### config.mk
export PLATFORM = sky130hd
export DESIGN_NAME = pe_array_row_scheduler
export DESIGN_NICKNAME = d
export VERILOG_FILES = /design/src/rtl/pe_array_row_scheduler.sv
export SDC_FILE = /design/constraint.sdc
export NUM_CORES = 1
export LEC_CHECK = 0
export CORE_ASPECT_RATIO = 0.9
export CORE_MARGIN = 2
export CORE_UTILIZATION = 44
export CTS_CLUSTER_SIZE = 8
export DETAILED_ROUTE_END_ITERATION = 8
export PLACE_DENSITY = 0.9
export REMOVE_ABC_BUFFERS = 1
export SLEW_MARGIN = 20
export SYNTH_ARGS = -nofsm -noshare
export SYNTH_HDL_FRONTEND = slang
export SYNTH_SLANG_ARGS = --single-unit
### constraint.sdc
create_clock -name clk -period 3.3 [get_ports clk]
set_input_delay 0.66 -clock clk [delete_from_list [all_inputs] [get_ports clk]]
set_output_delay 0.66 -clock clk [all_outputs]
set_load 0.03 [all_outputs]
### src/rtl/pe_array_row_scheduler.sv
// Row scheduler for one PE-array convolution pass: RAM-reset wait, flush, row-by-row loads, start, run.
// Optional watchdog enabled by defining PE_SCHED_TIMEOUT_EN (sets err and ends the pass on a stuck wait).
module pe_array_row_scheduler #(
  parameter int NUM_ROW = 7
`ifdef PE_SCHED_TIMEOUT_EN
  , parameter int TIMEOUT_CYC = 4096
`endif
) (
  input  logic               clk,
  input  logic               rst,
  input  logic               cmd_valid,
  output logic               cmd_ready,
  input  logic [7:0]         cmd_kernel_size,
  input  logic               cmd_skip_psum,
  output logic [7:0]         kernel_size,
  output logic [NUM_ROW-1:0] load_fltr,
  output logic [NUM_ROW-1:0] load_ifmap,
  output logic [NUM_ROW-1:0] load_psum,
  output logic [NUM_ROW-1:0] flush_tag,
  output logic [NUM_ROW-1:0] flush_kernel,
  output logic [NUM_ROW-1:0] start,
  input  logic [NUM_ROW-1:0] ram_rst_busy,
  input  logic [NUM_ROW-1:0] tag_busy,
  input  logic [NUM_ROW-1:0] kernel_busy,
  input  logic [NUM_ROW-1:0] ram_load_busy,
  input  logic [NUM_ROW-1:0] full,
  output logic               busy,
  output logic               done,
  output logic               err
);

  localparam int RW = (NUM_ROW > 1) ? $clog2(NUM_ROW) : 1;
  localparam logic [7:0] NUM_ROW_K = 8'(NUM_ROW);

  typedef enum logic [3:0] {
    S_IDLE, S_RST_WAIT, S_FLUSH, S_FLUSH_WAIT, S_LD_FLTR,
    S_LD_IFMAP, S_LD_PSUM, S_START, S_RUN, S_DONE
  } state_e;

  state_e             state_q, state_d, ld_next;
  logic [1:0]         phase_q, phase_d;
  logic [RW-1:0]      row_q, row_d, last_row_q, last_row_d, last_row_new;
  logic [NUM_ROW-1:0] act_mask_q, act_mask_d, mask_new, row_oh, ld_pulse;
  logic [7:0]         kernel_size_q, kernel_size_d;
  logic               skip_psum_q, skip_psum_d;

`ifdef PE_SCHED_TIMEOUT_EN
  localparam logic [15:0] WD_LIMIT = 16'(TIMEOUT_CYC - 1);
  logic [15:0] wd_q, wd_d;
  logic        err_q, err_d, in_wait, wd_expire;

  assign in_wait = (state_q == S_RST_WAIT) || (state_q == S_FLUSH_WAIT) || (state_q == S_RUN) ||
                   (((state_q == S_LD_FLTR) || (state_q == S_LD_IFMAP) || (state_q == S_LD_PSUM)) &&
                    (phase_q == 2'd2));
  assign wd_expire = in_wait && (wd_q == WD_LIMIT);
  assign err = err_q;
`else
  assign err = 1'b0;
`endif

  // Active rows = clamp(K, 1, NUM_ROW), kept as the last row index plus a contiguous mask.
  always_comb begin
    if (cmd_kernel_size == 8'd0)           last_row_new = '0;
    else if (cmd_kernel_size > NUM_ROW_K)  last_row_new = RW'(NUM_ROW - 1);
    else                                   last_row_new = RW'(cmd_kernel_size - 8'd1);
    for (int i = 0; i < NUM_ROW; i++) mask_new[i] = (RW'(i) <= last_row_new);
  end

  // NOTE: every flop updates non-blocking so all of them sample pre-edge values together.
  always_ff @(posedge clk) begin
    if (rst) begin
      state_q       <= S_IDLE;
      phase_q       <= '0;
      row_q         <= '0;
      last_row_q    <= '0;
      act_mask_q    <= '0;
      kernel_size_q <= '0;
      skip_psum_q   <= 1'b0;
`ifdef PE_SCHED_TIMEOUT_EN
      wd_q          <= '0;
      err_q         <= 1'b0;
`endif
    end else begin
      state_q       <= state_d;
      phase_q       <= phase_d;
      row_q         <= row_d;
      last_row_q    <= last_row_d;
      act_mask_q    <= act_mask_d;
      kernel_size_q <= kernel_size_d;
      skip_psum_q   <= skip_psum_d;
`ifdef PE_SCHED_TIMEOUT_EN
      wd_q          <= wd_d;
      err_q         <= err_d;
`endif
    end
  end

  // NOTE: defaults assigned first so no branch leaves a signal unassigned (no latch).
  always_comb begin
    state_d       = state_q;
    phase_d       = phase_q;
    row_d         = row_q;
    last_row_d    = last_row_q;
    act_mask_d    = act_mask_q;
    kernel_size_d = kernel_size_q;
    skip_psum_d   = skip_psum_q;
`ifdef PE_SCHED_TIMEOUT_EN
    err_d         = err_q;
`endif
    ld_next = S_START;
    if (state_q == S_LD_FLTR)                        ld_next = S_LD_IFMAP;
    else if (state_q == S_LD_IFMAP && !skip_psum_q)  ld_next = S_LD_PSUM;

    unique case (state_q)
      S_IDLE: if (cmd_valid) begin
        state_d       = S_RST_WAIT;
        phase_d       = '0;
        row_d         = '0;
        last_row_d    = last_row_new;
        act_mask_d    = mask_new;
        kernel_size_d = cmd_kernel_size;
        skip_psum_d   = cmd_skip_psum;
`ifdef PE_SCHED_TIMEOUT_EN
        err_d         = 1'b0;
`endif
      end
      S_RST_WAIT: if ((ram_rst_busy & act_mask_q) == '0) state_d = S_FLUSH;
      S_FLUSH: begin
        state_d = S_FLUSH_WAIT;
        phase_d = '0;
      end
      // Busy flags lag the flush pulse by a cycle, so the first wait cycle ignores them.
      S_FLUSH_WAIT:
        if (phase_q == 2'd0) phase_d = 2'd1;
        else if (((tag_busy | kernel_busy) & act_mask_q) == '0) begin
          state_d = S_LD_FLTR;
          phase_d = '0;
        end
      S_LD_FLTR, S_LD_IFMAP, S_LD_PSUM:
        if (phase_q != 2'd2) phase_d = phase_q + 2'd1;
        else if (!ram_load_busy[row_q]) begin
          phase_d = '0;
          if (row_q == last_row_q) begin
            row_d   = '0;
            state_d = ld_next;
          end else begin
            row_d = row_q + 1'b1;
          end
        end
      S_START: state_d = S_RUN;
      S_RUN:   if ((full & act_mask_q) == act_mask_q) state_d = S_DONE;
      S_DONE:  state_d = S_IDLE;
      default: state_d = S_IDLE;
    endcase

`ifdef PE_SCHED_TIMEOUT_EN
    if (wd_expire) begin
      state_d = S_DONE;
      phase_d = '0;
      row_d   = '0;
      err_d   = 1'b1;
    end
    wd_d = ((state_d != state_q) || (phase_d != phase_q) || (row_d != row_q)) ? '0 : wd_q + 16'd1;
`endif
  end

  // Outputs decode registered state only; nothing passes combinationally from inputs.
  always_comb begin
    row_oh       = NUM_ROW'(1) << row_q;
    ld_pulse     = (phase_q == 2'd0) ? row_oh : '0;
    cmd_ready    = (state_q == S_IDLE);
    busy         = (state_q != S_IDLE);
    done         = (state_q == S_DONE);
    kernel_size  = kernel_size_q;
    load_fltr    = (state_q == S_LD_FLTR)  ? ld_pulse : '0;
    load_ifmap   = (state_q == S_LD_IFMAP) ? ld_pulse : '0;
    load_psum    = (state_q == S_LD_PSUM)  ? ld_pulse : '0;
    flush_tag    = (state_q == S_FLUSH)    ? act_mask_q : '0;
    flush_kernel = (state_q == S_FLUSH)    ? act_mask_q : '0;
    start        = (state_q == S_START)    ? act_mask_q : '0;
  end

endmodule

# After elaboration in Yosys (flattened, before gate mapping)

Index checks and enable logic that the tools add are counted.

Register bits after elaboration: 28
Bits in latches: 0
Memory bits (writable): 0
ROM bits: 0
Bits of input ports: 47
Output and inout port bits: 54
Logic and storage cells: 93
Memories kept: 0

$add $sub $neg: 3
$mul: 0
Div/mod/pow operators: 0
$lt $le $gt $ge: 9
Eq/ne operators: 22
Shift operators: 1
Multiplexer cells: 32
Bitwise operators: 4
Reductions and logical operators: 15

Operators with widths:

| cell                                                | number |
|---|---|
| two-way mux 7 bit                                   | 6 |
| two-way mux 4 bit                                   | 8 |
| case mux 4 bit (7 select lines)                     | 1 |
| AND 7 bit                                           | 3 |
| two-way mux 3 bit                                   | 6 |
| inequality test 2 bit, second input constant        | 9 |
| equality test 4 x 3 -> 1 bit, second input constant | 4 |
| zero test 7 bit                                     | 2 |
| two-way mux 2 bit                                   | 6 |
| <= comparator 3 bit, first input constant           | 3 |
| equality test 4 x 2 -> 1 bit, second input constant | 2 |
| equality test 4 bit, second input constant          | 2 |
| > comparator 8 x 3 -> 1 bit, second input constant  | 1 |
| zero test 8 bit                                     | 1 |
| case mux 2 bit (4 select lines)                     | 1 |
| AND reduction 4 bit                                 | 2 |
| AND reduction 8 bit                                 | 1 |
| nonzero test 4 bit                                  | 2 |
| equality test 7 bit                                 | 1 |
| OR 7 bit                                            | 1 |
| << shifter 1 x 3 -> 7 bit, first input constant     | 1 |
| <= comparator 1 x 3 -> 1 bit, first input constant  | 2 |
| <= comparator 2 x 3 -> 1 bit, first input constant  | 2 |
| inequality test 3 bit, second input constant        | 2 |
| other kinds (16)                                    | 17 |

# Depth between registers and ports, before layout

Gate-level depths: netlist of run 1.

Depth in word-level cells: 8
Gate-level depth with buffers: 10
Mapped depth without buffers: 8

# Worst setup path before layout of run 1

No wires, ideal clock.

Path type: register -> output
Start point: register state_q[3]
End point: output port flush_tag[6]
Arrival time: 1974 ps
Data required time: 2640 ps
Slack: 666 ps
Cell stages (with the launch flop): 4
Buffers on the path: 2
Cells stage by stage: dfxtp_1 -> clkbuf_1 -> nor4_1 -> buf_4

Word-level cells in the longest chain between the ends: 2

Ends and longest elaborated chain:

| what                         | line | RTL |
|---|---|---|
| from (decl)                  | 40   | `state_e state_q, state_d, ld_next;` |
| from (signal assigned)       | 84   | `state_q <= state_d;` |
| equality test 4 x 2 -> 1 bit | n/a  |  |
| two-way mux 7 bit            | n/a  |  |
| to (decl)                    | 19   | `output logic [NUM_ROW-1:0] flush_tag,` |

Every way passes these cells.

# Worst setup path in the final report of run 1

Start point: register state_q[2]
End point: output port load_ifmap[6]

Word-level cells in the longest chain between the ends: 2

Ends and longest elaborated chain:

| what                         | line | RTL |
|---|---|---|
| equality test 4 x 3 -> 1 bit | 176  | `load_ifmap = (state_q == S_LD_IFMAP) ? ld_pulse : '0;` |
| two-way mux 7 bit            | 176  |  |
| to (decl)                    | 17   | `output logic [NUM_ROW-1:0] load_ifmap,` |

Every way passes these cells.

==> impl_metrics.tcl, run 1 <==
set metrics [dict create \
    status "finished clean" \
    final-setup-viol-count 0 \
    synth_area_per_cell_um2 7.22 \
    regArea_um2 561 \
    postCtsSetupBuffers 0 \
    crit_type "flop to output port" \
    r2r_slack_ns 1.07 \
    tritoncts "done" \
    vias 2279 \
    worstRegToRegCells 5 \
    fin_ws_ns 0.374 \
    p_leak_nw 1.06 \
    worstSetupEndpointType "output port" \
    grt_max_degree 18 \
    synth.distinct_cells 50 \
    max-vdd-ir-drop_mv 0.341 \
    worst_clock_skew_ns 0.00185 \
    rsz0062_at_grt "no" \
    clkTransAtPathRegs_ns 0.10 \
    antenna_found_initial 0 \
    syn_inst 278 \
    overflow 0 \
    drive_gt1_share_pct 4.96 \
    hold_end "kernel_size[3]$_SDFFE_PP0P_" \
    place_ws_ns 0.629 \
    period_needed_ns 2.93 \
    final_nets 418 \
    hold_path_depth 2 \
    hold_path_class "flop to flop" \
    ios 101 \
    n_antenna_cell 0 \
    grt_pass1_wl_mm 9.63 \
    row_count 23 \
    cp.arrival_ns 2.27 \
    total_power_w 0.00175 \
    die-area_um2 5120 \
    die_w_um 75.2 \
    p_per_area_nw_per_um2 575 \
    start_kind "flop" \
    synth_warnings 0 \
    detail_route.first_pass.iterations 4 \
    synthToLayoutAreaGrowth_pct 51.7 \
    crit_slowest_cell "clkdlybuf4s50_1" \
    gp_congestion 0.942 \
    final_common_cell "clkdlybuf4s50_1" \
    wirelength_mm 5.87 \
    place_area_um2 2970 \
    max_slew_margin_pct 60.0 \
    port_buffers 99 \
    timing.rr.end "state_q[1]$_SDFFE_PP0P_" \
    mostFrequentLayoutCells "99 x clkdlybuf4s50_1, 45 x nor2_1, 38 x nand2_1" \
    nFillCells 388 \
    multi_input_area_um2 1260 \
    holdBufCountCts 0 \
    clock_path_buffers 2 \
    syn_area_um2 2010 \
    tns_ns 0 \
    fin_area_um2 3040 \
    cts_root_buf "clkbuf_8" \
    cts-buffers-inserted 3 \
    grt_pass1_vias 2114 \
    yosysSeqAreaShare_pct 27.9 \
    max_freq_mhz 342 \
    drc 0 \
    core_area_um2 4430 \
    maxSlewViolCount 0 \
    r2r-start "state_q[3]$_SDFFE_PP0P_" \
    clkSinkCount 28 \
    cts.repair.resized 0 \
    drt_iter0_markers 181 \
    initial_core_util_pct 45.3 \
    ant_nets 0 \
    hpwl_mm 4.75 \
    crit_path_max_fanout 11 \
    synth_seq_cells 28 \
    min_from "kernel_size[3]$_SDFFE_PP0P_" \
    gr-usage-all-layers_pct 24.2 \
    required_ns 2.64 \
    hold_viol 0 \
    clock_latency_ns 0.28 \
    utilization_pct 68.7 \
    tightest_slew_ns 0.598 \
    period_share_pct 88.7 \
    via_per_inst 5.36 \
    htree_levels 1 \
    wl_per_cell_um 13.8 \
    die_h_um 68.1 \
    crit_chain "nor2b_1 -> nand3_1 -> nor2_1 -> clkdlybuf4s50_1" \
    slowest_delay_ns 0.68 \
    cap_violations 0 \
]
worst max-delay path by stage:
| stage | from | endpoint | slack, ns | cells past startpoint |
|---|---|---|---|---|
| 6_report | state_q[2]$_SDFFE_PP0P_ | load_ifmap[6] | 0.37 | 4 |
| 5_1_grt | state_q[1]$_SDFFE_PP0P_ | flush_kernel[3] | 0.22 | 3 |
| 4_1_cts | state_q[1]$_SDFFE_PP0P_ | flush_kernel[6] | 0.40 | 3 |
| 3_5_place_dp | ram_load_busy[0] | state_q[1]$_SDFFE_PP0P_ | 0.63 | 6 |
| 3_3_place_gp | ram_load_busy[0] | state_q[1]$_SDFFE_PP0P_ | 0.64 | 6 |
| 2_1_floorplan | state_q[1]$_SDFFE_PP0P_ | flush_kernel[2] | 0.19 | 2 |
routing by layer:
layer  GRT usage, %  routed length (um)
met1           29.7                2420
met2           43.4                2960
met3           4.27                 382
met4           6.80                 110
met5              0                   0
critical path: cells and delay by family, from the launching register on:
family | cells | cell delay, ns
buffers and inverters | 1 | 0.68
flip-flops | 1 | 0.54
AND/OR/NAND/NOR | 3 | 0.77
synthesized netlist by cell type (all sizes together):
cell,instances,share of area (%)
a2111oi,1,0.50
a211oi,3,1.1
a21boi,1,0.56
a21oi,20,5.2
a222oi,1,0.50
a22oi,2,0.75
a2bb2oi,1,0.44
a311oi,1,0.44
a31oi,4,1.2
and2,6,1.9
and3,2,0.62
and4,1,0.44
buf,10,4.1
clkbuf,11,2.1
conb,1,0.19
dfxtp,28,28
ha,7,4.4
inv,17,3.2
mux2,2,1.1
mux2i,4,2.0
nand2,38,7.1
nand2b,6,1.9
nand3,3,0.75
nand4,1,0.31
nor2,46,8.7
nor2b,6,1.9
nor3,15,3.7
nor4,8,2.8
o2111a,1,0.56
o2111ai,2,1.7
o21ai,14,3.7
o22a,1,0.44
o22ai,3,0.94
o311ai,2,2.6
o31ai,1,0.37
o32ai,1,0.44
o41a,1,0.62
or3,1,0.31
or4,2,0.75
xor2,3,1.7
logic make-up (layout without fill, tap and decap cells):
family,after synthesis,in the layout,share of synthesized area [%]
xor gates and xnor gates,3,3,1.68
and+or+nand+nor,135,135,31.2
muxes,6,6,3.12
other,1,1,0.187
DFF,28,28,27.9
buffers and inverters,38,123,9.41
adders and majority gates,7,7,4.36
AOI/OAI and AO/OA,60,60,22.1
power breakdown:
part	leakage, nW	switching [W]	internal [W]
Combinational	0.799	0.000566	0.000389
Sequential	0.230	0.000108	0.000415
Clock	0.0357	0.000111	0.000163
registers in the layout, indices dropped and copies added, names as in the netlist:
name	count
act_mask_q	7
last_row_q	3
row_q	3
skip_psum_q	1
state_q	4
kernel_size	8
phase_q	2
through the flow:
stage,instances,hold slack (ns)
after global routing,425,0.484
after detailed placement,421,0.449
after CTS,425,0.464
after global placement,421,0.441
after floorplan,257,0.431
final,425,0.463
layout make-up:
| class | instances | area share, % |
|---|---|---|
| multi-input cells | 212 | 41.3 |
| repair buffers | 102 | 33.3 |
| flip-flops and latches | 28 | 18.4 |
| well taps | 62 | 2.55 |
| inverters | 17 | 2.10 |
| clock buffers | 3 | 1.36 |
| clock inverters | 1 | 0.986 |
Power figures use the tool's default switching activity.
==> run 2: changes to the inputs <==
Settings changed: CORE_UTILIZATION 44 to 33, PLACE_DENSITY 0.9 to 0.71, SLEW_MARGIN 20 to default.
==> impl_metrics.tcl, run 2 (synthesized netlist as in run 1, its figures left out) <==
set metrics [dict create \
    overflow 0 \
    crit_path_max_fanout 16 \
    period_needed_ns 3.02 \
    wl_per_cell_um 13.7 \
    detail_route.first_pass.iterations 4 \
    clkSinkCount 28 \
    clkTransAtPathRegs_ns 0.09 \
    max_freq_mhz 332 \
    p_leak_nw 1.06 \
    cts.repair.resized 0 \
    rsz0062_at_grt "no" \
    max_slew_margin_pct 52.6 \
    tns_ns 0 \
    initial_core_util_pct 34.7 \
    via_per_inst 5.09 \
    slowest_delay_ns 0.69 \
    antenna_found_initial 0 \
    place_area_um2 2990 \
    wirelength_met1_mm 2.74 \
    crit_chain "nand2b_1 -> nor2_1 -> and2_1 -> clkdlybuf4s50_1" \
    tightest_slew_ns 0.709 \
    drt_iter0_markers 87 \
    ios 101 \
    fin_ws_ns 0.283 \
    port_buffers 99 \
    wl_met2_mm 2.76 \
    cts_root_buf "clkbuf_8" \
    ant_nets 0 \
    synthToLayoutAreaGrowth_pct 51.1 \
    die-area_um2 6720 \
    fin_area_um2 3030 \
    worst_clock_skew_ns 0.00136 \
    gr-usage-all-layers_pct 17.4 \
    drive_gt1_share_pct 4.96 \
    crit_slowest_cell "dfxtp_1" \
    top_layer "met4" \
    path_delay_family "simple AND/OR/NAND/NOR gates" \
    wirelength_mm 5.94 \
    vias 2203 \
    n_antenna_cell 0 \
    final-setup-viol-count 0 \
    final_common_cell "clkdlybuf4s50_1" \
    drc 0 \
    postCtsSetupBuffers 0 \
    p_per_area_nw_per_um2 548 \
    gp_congestion 0.854 \
    grt_max_degree 19 \
    cap_violations 0 \
    clock_latency_ns 0.27 \
    cp.arrival_ns 2.36 \
    maxSlewViolCount 0 \
    start_kind "flop" \
    grt_pass1_vias 2136 \
    cts-buffers-inserted 3 \
    final_nets 419 \
    die_w_um 86.2 \
    hpwl_mm 4.68 \
    core_area_um2 5790 \
    wl_met3_um 388 \
    clock_path_buffers 2 \
    grt_pass1_wl_mm 9.67 \
    path_buf_inv 1 \
    worstSetupEndpointType "output port" \
    place_ws_ns 0.574 \
    required_ns 2.64 \
    htree_levels 1 \
    largest_reg_flops 8 \
    hold_path_class "flop to flop" \
    hold_viol 0 \
    die_h_um 78.0 \
    crit_type "flop to output port" \
    utilization_pct 52.4 \
    tritoncts "done" \
    mostFrequentLayoutCells "99 x clkdlybuf4s50_1, 45 x nor2_1, 38 x nand2_1" \
    max-vdd-ir-drop_mv 0.353 \
    holdBufCountCts 0 \
    status "finished clean" \
    period_share_pct 91.4 \
    row_count 26 \
]
==> run 2: layer usage <==
layer / up-vias / track usage, %
met4: 0 / 3.13
met1: 996 / 22.1
met3: 6 / 3.40
met2: 77 / 30.5
met5: - / 0
li1: 1124 / -
==> run 2: through the flow <==
| stage | hold slack (ns) | cells | power (W) |
|---|---|---|---|
| 3_5_place_dp | 0.450 | 430 | 0.00147 |
| 5_1_grt | 0.484 | 433 | 0.00179 |
| 3_3_place_gp | 0.442 | 430 | 0.00146 |
| 4_1_cts | 0.463 | 433 | 0.00166 |
| 2_1_floorplan | 0.431 | 257 | 0.00113 |
| 6_report | 0.459 | 433 | 0.00166 |
==> run 2: layout make-up <==
cell class	count	area (um^2)
multi-input combinational	212	1260
tap	70	87.6
clock buffer	3	41.3
fill	591	2760
sequential	28	561
timing repair buffer	103	1020
inverter	17	63.8
==> run 2: power breakdown <==
group	total [W]	internal, W	switching, W
logic	0.000939	0.000391	0.000548
registers	0.000534	0.000415	0.000119
clock network	0.000187	0.0000820	0.000105
==> run 2: final timing paths <==
path	startpoint	endpoint	slack, ns	cells after the start
setup / recovery	state_q[0]$_SDFFE_PP0P_	start[1]	0.28	4
hold reg to reg	kernel_size[2]$_SDFFE_PP0P_	kernel_size[2]$_SDFFE_PP0P_	0.46	2
hold / removal	kernel_size[2]$_SDFFE_PP0P_	kernel_size[2]$_SDFFE_PP0P_	0.46	2
setup reg to reg	state_q[0]$_SDFFE_PP0P_	state_q[1]$_SDFFE_PP0P_	1.04	6
==> run 2: worst min-delay path: cells and delay by family, from the launching register on <==
kind             cells  cell delay (ns)
AND/OR/NAND/NOR      1             0.05
flip-flops           1             0.32
AO/OA/AOI/OAI        1             0.05
==> run 3: changes to the inputs <==
Settings changed: CORE_MARGIN 2 to 4.
==> impl_metrics.tcl, run 3 (synthesized netlist as in run 1, its figures left out) <==
set metrics [dict create \
    die_w_um 90.2 \
    final-setup-viol-count 0 \
    cellInternalPower_w 0.000966 \
    overflow 0 \
    clock_path_buffers 2 \
    worst_clock_skew_ns 0.00225 \
    clkTransAtPathRegs_ns 0.10 \
    clock_latency_ns 0.28 \
    tightest_slew_ns 0.595 \
    p_per_area_nw_per_um2 568 \
    mostFrequentLayoutCells "99 x clkdlybuf4s50_1, 45 x nor2_1, 38 x nand2_1" \
    holdBufCountCts 0 \
    vias 2200 \
    postCtsSetupBuffers 0 \
    rsz0062_at_grt "no" \
    final_nets 418 \
    grt_pass1_wl_mm 9.87 \
    crit_type "flop to output port" \
    total_power_w 0.00174 \
    place_area_um2 2980 \
    worstSetupEndpointType "output port" \
    fin_area_um2 3050 \
    pwr-share-seq_pct 30.6 \
    hold_end "kernel_size[2]$_SDFFE_PP0P_" \
    placed_cells 429 \
    maxSlewViolCount 0 \
    min_from "kernel_size[2]$_SDFFE_PP0P_" \
    cts.repair.resized 0 \
    initial_core_util_pct 34.7 \
    row_count 26 \
    cp.arrival_ns 2.40 \
    max_freq_mhz 327 \
    wl_per_cell_um 13.8 \
    n_antenna_cell 0 \
    period_needed_ns 3.06 \
    cts-buffers-inserted 3 \
    required_ns 2.64 \
    r2r_slack_ns 1.02 \
    p_leak_nw 1.06 \
    sw_frac_of_total_pct 44.3 \
    ios 101 \
    tns_ns 0 \
    core_area_um2 5790 \
    max-vdd-ir-drop_mv 0.338 \
    grt_max_degree 22 \
    largest_reg_flops 8 \
    pwr-share-clk_pct 15.7 \
    gp_congestion 0.901 \
    hold_path_class "flop to flop" \
    hold_viol 0 \
    timing.rr.end "state_q[1]$_SDFFE_PP0P_" \
    ant_nets 0 \
    cts_root_buf "clkbuf_8" \
    switching_power_w 0.000770 \
    detail_route.first_pass.iterations 4 \
    status "finished clean" \
    die_h_um 82.0 \
    gr-usage-all-layers_pct 16.3 \
    wirelength_mm 5.98 \
    drt_iter0_markers 97 \
    crit_path_max_fanout 16 \
    max_slew_margin_pct 60.0 \
    period_share_pct 92.7 \
    cap_violations 0 \
    grt_pass1_vias 2090 \
    die-area_um2 7390 \
    drc 0 \
    worstRegToRegCells 6 \
    antenna_found_initial 0 \
    hpwl_mm 4.83 \
    port_buffers 99 \
    combPwrFrac_pct 53.7 \
    instances_no_fill 433 \
    fin_ws_ns 0.240 \
    place_ws_ns 0.597 \
    synthToLayoutAreaGrowth_pct 52.2 \
    htree_levels 1 \
    via_per_inst 5.08 \
    start_kind "flop" \
    final_common_cell "clkdlybuf4s50_1" \
    drive_gt1_share_pct 4.96 \
    clkSinkCount 28 \
    hold_path_depth 2 \
    tritoncts "done" \
    r2r-start "state_q[0]$_SDFFE_PP0P_" \
]
## run 3: cell count changes in the layout (fill, tap and decap cells not counted)
cell | previous run | this run
buf_4 | 4 | 3
bufinv_16 | 0 | 1
## run 3: layout make-up
class                           instances  area [um^2]
Clock buffer                            3         41.3
Multi-Input combinational cell        212         1260
Clock inverter                          1         30.0
Fill cell                             566         2740
Tap cell                               70         87.6
Sequential cell                        28          561
Inverter                               17         63.8
Timing Repair Buffer                  102         1010
## run 3: worst max path at each step
stage                                  startpoint                       to  slack [ns]  cells after the start
after detailed placement  state_q[0]$_SDFFE_PP0P_                 start[1]        0.60                      4
after CTS                 state_q[0]$_SDFFE_PP0P_                 start[1]        0.28                      4
final                     state_q[0]$_SDFFE_PP0P_                 start[1]        0.24                      4
after global routing      state_q[0]$_SDFFE_PP0P_                 start[0]        0.08                      4
after floorplan           state_q[1]$_SDFFE_PP0P_          flush_kernel[2]        0.19                      2
after global placement           ram_load_busy[0]  state_q[1]$_SDFFE_PP0P_        0.63                      6
## run 3: worst max-delay path, cell delays in order, from the launching register on
cell	delay, ns
dfxtp_1	0.69
nand2b_1	0.31
nor2_1	0.29
and2_1	0.16
clkdlybuf4s50_1	0.66
## run 3: power groups by stage
stage               combinational, W  sequential (W)  clock (W)
global route                 0.00103        0.000547   0.000295
finish                      0.000931        0.000532   0.000273
detailed placement          0.000929        0.000536          0
global placement            0.000923        0.000535          0
CTS                         0.000933        0.000528   0.000282
floorplan                   0.000589        0.000539          0
## run 3: layer usage
layer	vias up	share of wire, %	track usage, %
li1	1126	-	-
met1	996	44	19.9
met2	66	48	28.1
met3	12	5.7	4.12
met4	0	2.2	6.27
met5	-	0	0
## run 3: per-stage QoR
| step | hold slack [ns] | util, % |
|---|---|---|
| final | 0.461 | 52.7 |
| after global routing | 0.497 | 52.7 |
| after CTS | 0.464 | 52.7 |
| after detailed placement | 0.450 | 51.5 |
| after global placement | 0.448 | 51.5 |
| after floorplan | 0.431 | - |
==> RTL edit 1 (settings of run 3) <==
Set the parameter `NUM_ROW` to 8 (it was 7).
--- a/src/rtl/pe_array_row_scheduler.sv
+++ b/src/rtl/pe_array_row_scheduler.sv
@@ -3,3 +3,3 @@
 module pe_array_row_scheduler #(
-  parameter int NUM_ROW = 7
+  parameter int NUM_ROW = 8
 `ifdef PE_SCHED_TIMEOUT_EN
Interface: changed (11 resized); port bits go from 101 to 112. The function was not compared with the original's and may differ.
==> RTL edit 1 against run 3 <==
Sequential share of layout area shrank 0.80 points. Largest power group unchanged. Setup slack better by 55 ps. Critical path depth unchanged. Die area rose by 4.2%. Hold slack got worse by 2.5 ps. Synthesized area is 4.6% higher. Sequential cell count up 1. Design area rose by 8.3%. Wire length is 9.9% higher. Power is 2.9% lower. Final cell count grew 11%. Register-to-register slack improved by 90 ps.
==> RTL edit 1: results (changes against run 3) <==
Outcome: finished clean
Multi-input gate area: 1340 um^2 (+6.3%)
Met3 Resource Use GR: 3.88% (-0.24 points)
Grt met1 use: 21.3% (+1.4 points)
Input/output buffers: 110 (+11%)
Sequential cell area share: 17.6% (-0.80 points)
Start point of the critical path: state_q[1]
Drt wl/cell: 13.7 um (-0.89%)
Library cells used by synthesis: 53 (+6.0%)
DR iter-0 viols: 124 (+28%)
CP Capture Point: start[2]
Avg Cell Area, Syn: 7.19 um^2 (-0.40%)
Tmin final: 3010 ps (-54.6 ps)
Sequential share of the synthesized area: 27.7% (-0.28 points)
Pre-CTS setup slack: 605 ps (+8.84 ps)
Met3 wire len: 461 um (+36%)
Slowest CP cell: clkdlybuf4s50_1
Min-delay src: kernel_size[4]
Mux share of post-synthesis cell area: 2.68% (-0.44 points)
Slowest stage delay, CP: 670 ps (-20 ps)
TritonCTS buffer count: 5 (+2)
Clkbuf count: 7 (+4)
Signal buf overhead: 34.2% (+1.0 points)
Clock-cell share: 2.61% (+0.28 points)
Worst-path fanout max: 13 (-3)
Worst R2R Start: row_q[0]
Total Routed Length: 6570 um (+9.9%)
H-tree lvl count: 2 (+1)
Adder-cell share of the synthesized area: 5.72% (+1.4 points)
Largest net degree at the start of global routing: 21 (-4.5%)
Wire length on met2: 3160 um (+11%)
Number of fill cells in the layout: 614 (+8.5%)
Area after DPL: 3220 um^2 (+8.0%)
IR drop worst, VDD: 0.000373 V (+10%)
Worst Tran Pin Value: 684 ps (+89.0 ps)
Worst Hold Path EP: kernel_size[4]
Via density: 4.96 (-2.5%)
Synth Area in XOR/XNOR: 2.09% (+0.40 points)
-- RTL edit 1: where the power goes --
| part | internal, uW | total, uW | switching [uW] | leakage, uW |
|---|---|---|---|---|
| logic | 363 | 862 | 499 | 0.000927 |
| clock network | 165 | 290 | 125 | 0.0000443 |
| registers | 430 | 535 | 105 | 0.000238 |
| total | 958 | 1690 | 728 | 0.00121 |
-- RTL edit 1: kinds of logic (layout without fill, tap and decap cells) --
| group | after synthesis | in the layout |
|---|---|---|
| buffers and inverters | 37 | 138 |
| muxes | 3 | 3 |
| and+or+nand+nor | 142 | 142 |
| other | 1 | 1 |
| xor gates and xnor gates | 5 | 5 |
| AOI/OAI and AO/OA | 65 | 65 |
| DFF | 29 | 29 |
| adders and majority gates | 10 | 10 |
-- RTL edit 1: worst register-to-register path: cells and delay by family, from the launching register on --
family	cells	cell delay, ps
DFF	1	520
AOI/OAI and AO/OA	3	1150
and+or+nand+nor	1	310
xor gates and xnor gates	1	120
==> RTL edit 2 (flow settings as in run 3) <==
Made on the original files. Reset style: asynchronous (`rst`), changed in one clocked block.
--- a/src/rtl/pe_array_row_scheduler.sv
+++ b/src/rtl/pe_array_row_scheduler.sv
@@ -69,3 +69,3 @@
   // NOTE: every flop updates non-blocking so all of them sample pre-edge values together.
-  always_ff @(posedge clk) begin
+  always_ff @(posedge clk or posedge rst) begin
     if (rst) begin
Check against the original RTL: differs if rst is asserted again (counterexample within 4 cycles, from zero or initial values and one cycle with rst high); with rst held inactive, the same outputs for 10 cycles.
==> RTL edit 2 against run 3 <==
Setup slack better by 31 ps. Sequential cell count stayed put. Clock power grew 2%. Power is 32% higher. Synthesized area grew 1.7%. Core utilization rose by 0.41 points. Design area is 1.4% higher. Clock skew about the same. Wire length increased by 0.59%. Synthesized cell count down 3.2%. Critical path type unchanged. Largest cell class unchanged.
==> RTL edit 2: results (changes against run 3) <==
Outcome: finished clean
Antenna Cells: 0 (unchanged)
Met3 Resource Use GR: 2.72% (-1.4 points)
1st-pass router iterations: 4 (unchanged)
Grt met1 use: 21.1% (+1.3 points)
Vias in the first global route: 1968 (-5.8%)
Total Routed Length: 6010 um (+0.59%)
GP Congestion: 0.847 (-5.9%)
DR top layer: met4
Largest net degree at the start of global routing: 29 (+32%)
Worst Tran Pin Value: 541 ps (-54.3 ps)
Worst-path clk slew: 100 ps (about the same)
Inst Count DP: 423 (-1.4%)
Final HPWL DP: 4890 um (+1.4%)
Synthesis warning total: 0 (unchanged)
Root Driver: clkbuf_8
Avg Cell Area, Syn: 7.59 um^2 (+5.1%)
Compound-gate portion of the synthesized area: 14.0% (-8.2 points)
Vias after detailed routing: 2096 (-4.7%)
Met1 WL: 2660 um (about the same)
P_leak: 0.00131 uW (+23%)
Library cells used by synthesis: 45 (-10%)
IR drop worst, VDD: 0.000475 V (+40%)
Total gr overflow: 0 (unchanged)
Layout Nets: 412 (-1.4%)
First-pass GRT wire length: 9910 um (+0.42%)
Multi-input gate area: 1150 um^2 (-8.8%)
Layout cells sized above 1: 4.48% (-0.48 points)
Slowest CP cell: clkdlybuf4s50_1
DR iter-0 viols: 125 (+29%)
Initial antenna violation count: 0 (unchanged)
Pre-CTS setup slack: 299 ps (-297 ps)
Synth Area in XOR/XNOR: 1.72% (+0.033 points)
CTS max path bufs: 2 (unchanged)
Area after DPL: 3020 um^2 (+1.4%)
WP data arrival: 2370 ps (-30 ps)
Post-CTS setup buffer count: 0 (unchanged)
Area contributors post-synth: dfrtp_1 (34%), nor2_1 (8.3%), nand2_1 (7.9%)
TritonCTS buffer count: 3 (unchanged)
Final Skew: 2.74 ps (+0.490 ps)
Most frequent cells after synthesis: nor2_1 (45), nand2_1 (43), dfrtp_1 (28)
Cts repair resizes: 0 (unchanged)
Worst-path fanout max: 11 (-5)
Ys flop type: dfrtp_1
GR Util met2: 28.9% (+0.75 points)
Input/output buffers: 99 (unchanged)
Mux share of post-synthesis cell area: 3.62% (+0.50 points)
Number of fill cells in the layout: 548 (-3.2%)
Adder-cell share of the synthesized area: 4.29% (-0.072 points)
Drt wl/cell: 14.1 um (+2.0%)
Met3 wire len: 321 um (-5.6%)
Wire length on met2: 3000 um (+5.6%)
FFs w/ async S/R, synth: 100% (+100 points)
Hold Path Class: reg2reg
Number of flip-flops in the largest register: 8 (unchanged)
Sequential share of the synthesized area: 34.3% (+6.4 points)
All-Layer GR Usage: 16.1% (-0.21 points)
Slowest stage delay, CP: 680 ps
Max Cap Violations: 0 (unchanged)
## RTL edit 2: changes by cell type in the layout (fill, tap and decap cells not counted), sizes merged, moves of 3 or more
cell | run 3 | this run
a211oi | 3 | 0
nor4 | 8 | 1
a21oi | 20 | 6
nand2 | 38 | 44
nand3 | 3 | 9
and2 | 6 | 15
dfrtp | 0 | 28
o31ai | 1 | 4
dfxtp | 28 | 0
nor3 | 15 | 4
## RTL edit 2: report_power, final
group	leakage, uW	internal, uW	switching [uW]
logic	0.000937	574	798
registers	0.000333	463	171
clock network	0.0000357	163	116
total	0.00131	1200	1080
## RTL edit 2: path summary, 6_finish.rpt
kind | from | slack [ps] | endpoint | depth (start not counted)
max | state_q[0] | 270 | start[4] | 5
min | kernel_size[0] | 500 | kernel_size[0] | 2
max reg2reg | act_mask_q[3] | 890 | state_q[2] | 6
min reg2reg | kernel_size[0] | 500 | kernel_size[0] | 2
max in group asynchronous | rst | 2290 | state_q[2] | 3
min in group asynchronous | rst | 730 | kernel_size[7] | 3
## RTL edit 2: final cells by class
| cell class | instances | area share [%] |
|---|---|---|
| Sequential cell | 28 | 22.6 |
| Multi-Input combinational cell | 204 | 37.1 |
| Timing Repair Buffer | 103 | 33.0 |
| Clock inverter | 1 | 0.970 |
| Clock buffer | 3 | 1.33 |
| Inverter | 18 | 2.18 |
| Tap cell | 70 | 2.83 |
## RTL edit 2: worst reg2reg max path, stage by stage, from the launching register on
cell and delay, ps:
dfrtp_1 480, a222oi_1 340, nand3_1 100, and3_1 150, or4_1 620, or4_1 500, a21oi_1 150
